===== src/rtl/fetch_decode.sv =====
// fetch_decode: 16 x 16-bit register file for the decode stage.
// Two registered read ports with write-first bypass and one registered write
// port that echoes the written value on writeout. On reset, each register is
// loaded with its own index.
module fetch_decode #(
  parameter int unsigned DATA_W = 16,
  parameter int unsigned ADDR_W = 4
) (
  input  logic              clk,
  input  logic              reset,
  input  logic [ADDR_W-1:0] read1,
  input  logic [ADDR_W-1:0] read2,
  input  logic [ADDR_W-1:0] write,
  input  logic              readEnable,
  input  logic              writeEnable,
  input  logic [DATA_W-1:0] data,
  output logic [DATA_W-1:0] readout1,
  output logic [DATA_W-1:0] readout2,
  output logic [DATA_W-1:0] writeout
);

  localparam int unsigned DEPTH = 2 ** ADDR_W;

  logic [DATA_W-1:0] regs [DEPTH];
  logic [DATA_W-1:0] rd1_val;
  logic [DATA_W-1:0] rd2_val;

  // Read data with write-first bypass, resolved independently per port
  always_comb begin
    rd1_val = regs[read1];
    rd2_val = regs[read2];
    if (writeEnable && (write == read1)) rd1_val = data;
    if (writeEnable && (write == read2)) rd2_val = data;
  end

  // Register array: reset loads index pattern, otherwise write port updates
  always_ff @(posedge clk or posedge reset) begin
    if (reset) begin
      for (int unsigned i = 0; i < DEPTH; i++) regs[i] <= DATA_W'(i);
    end else if (writeEnable) begin
      regs[write] <= data;
    end
  end

  // Registered read outputs, held when reads are disabled
  always_ff @(posedge clk or posedge reset) begin
    if (reset) begin
      readout1 <= '0;
      readout2 <= '0;
    end else if (readEnable) begin
      readout1 <= rd1_val;
      readout2 <= rd2_val;
    end
  end

  // Echo of the last written value
  always_ff @(posedge clk or posedge reset) begin
    if (reset) begin
      writeout <= '0;
    end else if (writeEnable) begin
      writeout <= data;
    end
  end

endmodule


===== config.mk =====
export PLATFORM = sky130hd
export DESIGN_NAME = fetch_decode
export DESIGN_NICKNAME = d
export VERILOG_FILES = /design/src/rtl/fetch_decode.sv
export SDC_FILE = /design/constraint.sdc
export NUM_CORES = 1
export LEC_CHECK = 0
export ABC_CLOCK_PERIOD_IN_PS = 23400
export BUFFER_PORTS_ARGS = -buffer_cell sky130_fd_sc_hd__buf_2
export CAP_MARGIN = 10
export CORE_ASPECT_RATIO = 1.4
export CORE_MARGIN = 3
export CORE_UTILIZATION = 45
export DETAILED_ROUTE_END_ITERATION = 10
export GPL_TIMING_DRIVEN = 0
export SYNTH_ARGS = -nofsm -noshare
export SYNTH_HDL_FRONTEND = slang
export SYNTH_SLANG_ARGS = --single-unit

===== constraint.sdc =====
create_clock -name clk -period 23.4 [get_ports clk]
set_input_delay 4.68 -clock clk [delete_from_list [all_inputs] [get_ports clk]]
set_output_delay 4.68 -clock clk [all_outputs]
set_load 0.005 [all_outputs]

== Yosys cells after proc, flatten, opt, wreduce, memory -nomap -nowiden ==
Index checks and enable logic that the tools add are counted.
W data, S select, Z words.

* Logic and storage cells: 42
* Flip-flop bits (word level): 304
* Input bits: 32
* Output and inout bits: 48

* Mux-type cells: 11
* $lt $le $gt $ge: 4
* Eq/ne operators: 2
* Reductions and logical operators: 3
* Bitwise operators: 3

{| class="wikitable"
|+ Operators by type and width
! operator !! count
|-
| $bwmux W256 || 1
|-
| $bmux W16 S4 || 2
|-
| $mux W16 || 7
|-
| $demux W16 S4 || 1
|-
| $ge A5 B5 Y1 const B || 3
|-
| $not A4 Y5 || 3
|-
| $eq A4 B4 Y1 || 2
|-
| $lt A5 B1 Y1 const B || 1
|-
| $logic_and A1 B1 Y1 || 3
|}

== Logic depth before layout (Yosys ltp) ==
* Depth after elaboration: 6
* Depth in mapped cells: 7

== Worst setup path before layout ==
OpenSTA, ideal clock, no wires.

* Path type: input to register
* Start point: in read1[3]
* End point: reg readout1[10]
* Stages: 6
* Arrival: 5.964 ns
* Required time: 23.267 ns
* Setup time: 0.133 ns
* Path buffers: 2
* Path slack: 17.303 ns
* Cell sequence: buf_4 -> buf_4 -> mux4_2 -> mux2_2 -> nand2_1 -> a31oi_1

* Cells in the longest elaborated chain, start to end: 5

{| class="wikitable"
|+ Ends and longest elaborated chain
! item !! line !! RTL
|-
| start, declared || 11 || <nowiki>input logic [ADDR_W-1:0] read1,</nowiki>
|-
| $not A4 Y5 (implied by the code) || 30 || <nowiki>rd1_val = regs[read1];</nowiki>
|-
| $bmux W16 S4 || 30 ||
|-
| $mux W16 (implied by the code) (2 in series) || 30 ||
|-
| $mux W16 (*) || 32 || <nowiki>if (writeEnable && (write == read1)) rd1_val = data;</nowiki>
|-
| end signal, assigned || 51 || <nowiki>readout1 <= rd1_val;</nowiki>
|-
| end, declared || 17 || <nowiki>output logic [DATA_W-1:0] readout1,</nowiki>
|}

Every way passes the cells marked *; elsewhere a longest branch is shown, timed or not. The select of a mux whose other input is x is not followed.
A chain may end at the register's enable or synchronous reset.

== Worst setup path after layout ==
* Start point: in read1[1]
* End point: reg readout1[2]

Same word-level chain as after synthesis.

==> metrics.cfg <==
[job]
drv_cap = 0

[clock_network]
cts_tree = done
ctsHtreeMaxLevel = 2
clk_pin_slew_ps = 60
clock_tree.buffer_depth = 3
cts_buffers = 34
postCtsSetupBuffers = 0
cts_sinks = 304
cts_hold_buf = 0
cts-root-buf = clkbuf_16
clk_latency_ps = 530
cts-resized-gates = 0

[grt]
grt_max_degree = 124
grt_pass1_vias = 10800
grt.overflow.total = 0
antenna_found_initial = 3
globalRouteTotalUtil_pct = 24.7
grt_pass1_wl_um = 68800

[worst_hold_path]
hold_class = register to register
hold_path_depth = 1
min_from = writeout[9]
hold_end = writeout[9]

[worst_setup_path]
crit_chain = buf_2 -> nor2b_1 -> clkbuf_1 -> clkbuf_1 -> a221oi_1 -> o21ai_0 -> a31oi_1
max_stage_delay_ps = 540
cp_slowest_cell = clkbuf_1
worstReg2RegEnd = readout1[13]
start_kind = input pin
crit_type = input pin to register
critPathLaunch = read1[1]
worstReg2RegStart = regs[77]
crit_fanout = 10
cpMostUsedCell = clkbuf_1
critical_path_required_ps = 23800
reg2reg_slack_ps = 21870
crit_family = buffers and inverters
worstRegToRegCells = 3
crit_buf_inv = 3
end_kind = register
arrival_ps = 6630

[routing]
drt_iter0_markers = 749
drt_pass1_iterations = 5
wl_per_cell_um = 27.6
antenna_left = 0
routed_wl_um = 46000
vias = 10300
vias_per_cell = 6.18
drc_errors = 0

[power]
p_sw_share_pct = 27.3
ir_drop_mv = 0.0529
p_leak_nw = 7.44
p_int_mw = 1.17
clockPowerShare_pct = 33.1
comb_power_share_pct = 21.3
cellPowerDensity_mw_per_mm2 = 89.8
switchingPower_mw = 0.440
p_seq_share_pct = 45.7

[sta]
setup_violations = 0
final.period_utilization_pct = 26.6
worst-slew-pin-transition_ps = 922
slew_violations = 0
finalCriticalPeriod_ps = 6230
rsz0062_at_grt = no
max-slew-margin-rel_pct = 38.3
whs_ps = 499
max_freq_mhz = 161
finClkSkew_ps = 10.5
setup_tns_ps = 0
finalHoldViolCount = 0

[placement]
dp_cells = 1603
place_congestion = 0.886
place_area_mm2 = 0.0169
dp_hpwl_um = 32500
io_buffer_count = 52

[logic_synthesis]
synth_top_area_cell = dfrtp_1
syn_area_mm2 = 0.0160
ys_seq_elements = 304
yosysWarnings = 0
synth_edf_count = 0
async_flop_share_pct = 100
syn_area_per_cell_um2 = 14.6
synth_area_leaders = dfrtp_1 (43%), mux2_2 (21%), mux4_2 (14%)
synth.most_common_cell = mux2_2
synth_top_area_share_pct = 42.6
seq_area_frac_synth_pct = 47.9
ys_top_cells_by_count = mux2_2 (294), dfrtp_1 (272), mux4_2 (96)
synth_nets = 1125
synth.distinct_cells = 31
synthCells = 1093
synth-main-ff-cell = dfrtp_1

[finish]
area_growth_pct = 12.5
drive_gt1_share_pct = 50.2
final_cell_area_mm2 = 0.0180
nFillCells = 3076
finalNonFillerCells = 1666
nets = 1215

[floorplan]
start_util_pct = 45.7
die_area_mm2 = 0.0378
num_rows = 81
core_mm2 = 0.0350
die_w_um = 165
io_pins = 80
die_y_um = 229

[run_status]
outcome = finished clean

==> power by group through the flow <==
stage / combinational (mW) / sequential, mW / clock (mW)
2_1_floorplan: 0.265 / 0.715 / 0
3_3_place_gp: 0.337 / 0.736 / 0
3_5_place_dp: 0.347 / 0.743 / 0
4_1_cts: 0.347 / 0.735 / 0.545
5_1_grt: 0.370 / 0.751 / 0.566
6_report: 0.343 / 0.737 / 0.533
==> cells by family after synthesis <==
family                 count (synthesis)  synth area share [%]
flip-flops                           304                  47.9
multiplexers                         464                  39.2
AO/OA/AOI/OAI                        130                  5.86
XOR/XNOR                               8                 0.439
AND/OR/NAND/NOR                       63                  2.20
buffers and inverters                124                  4.34
==> sequential cells by signal, summed over array words and instances, names as in the netlist <==
signal,cells
readout1,16
readout2,16
regs,256
writeout,16
==> layout by cell type, fill, tap and decap left out, types with 35 or more instances in the layout <==
cell type,netlist,final
buf_2,25,77
clkbuf_1,38,54
clkbuf_16,0,37
dfrtp_1,272,272
mux2_2,294,294
mux2i_1,64,64
mux4_2,96,96
nand2_1,35,35
==> worst reg2reg max path: cells and delay by family, from the launching register on <==
family / cells / cell delay, ps
muxes: 1 / 460
DFF: 1 / 400
AOI/OAI and AO/OA: 2 / 530
==> per-stage QoR <==
stage               util (%)  total power [mW]  worst slack [ps]
global placement        48.0              1.07              6660
finish                  51.4              1.61             17170
CTS                     51.4              1.63             17240
global route            51.4              1.69             17160
floorplan                  -             0.981             10370
detailed placement      48.2              1.09             16700
==> layout make-up <==
class | count | area [um^2] | area share, %
clock inverters | 4 | 45.0 | 0.251
clock buffers | 58 | 1050 | 5.87
flip-flops and latches | 304 | 7650 | 42.6
multi-input cells | 665 | 7620 | 42.4
plain buffers | 120 | 678 | 3.78
well taps | 456 | 571 | 3.18
repair buffers | 54 | 315 | 1.76
inverters | 4 | 22.5 | 0.125
diodes | 1 | 2.50 | 0.0139
==> worst max path at each step <==
stage                   to  depth (start not counted)  slack, ps
2_1_floorplan  readout1[0]                          1      10370
3_3_place_gp     regs[251]                          2       6660
3_5_place_dp     regs[132]                          5      16700
4_1_cts          regs[132]                          5      17240
5_1_grt        readout1[2]                          7      17160
6_report       readout1[2]                          7      17170
==> metal layers <==
metal  share of wire [%]  global-route usage, %  wire (um)
met1                  40                   31.9      18500
met3                 5.1                   3.97       2340
met5               0.046                      0         21
met2                  51                   41.5      23300
met4                 4.0                   9.26       1820
No activity file was read; power rests on OpenSTA's default activity.
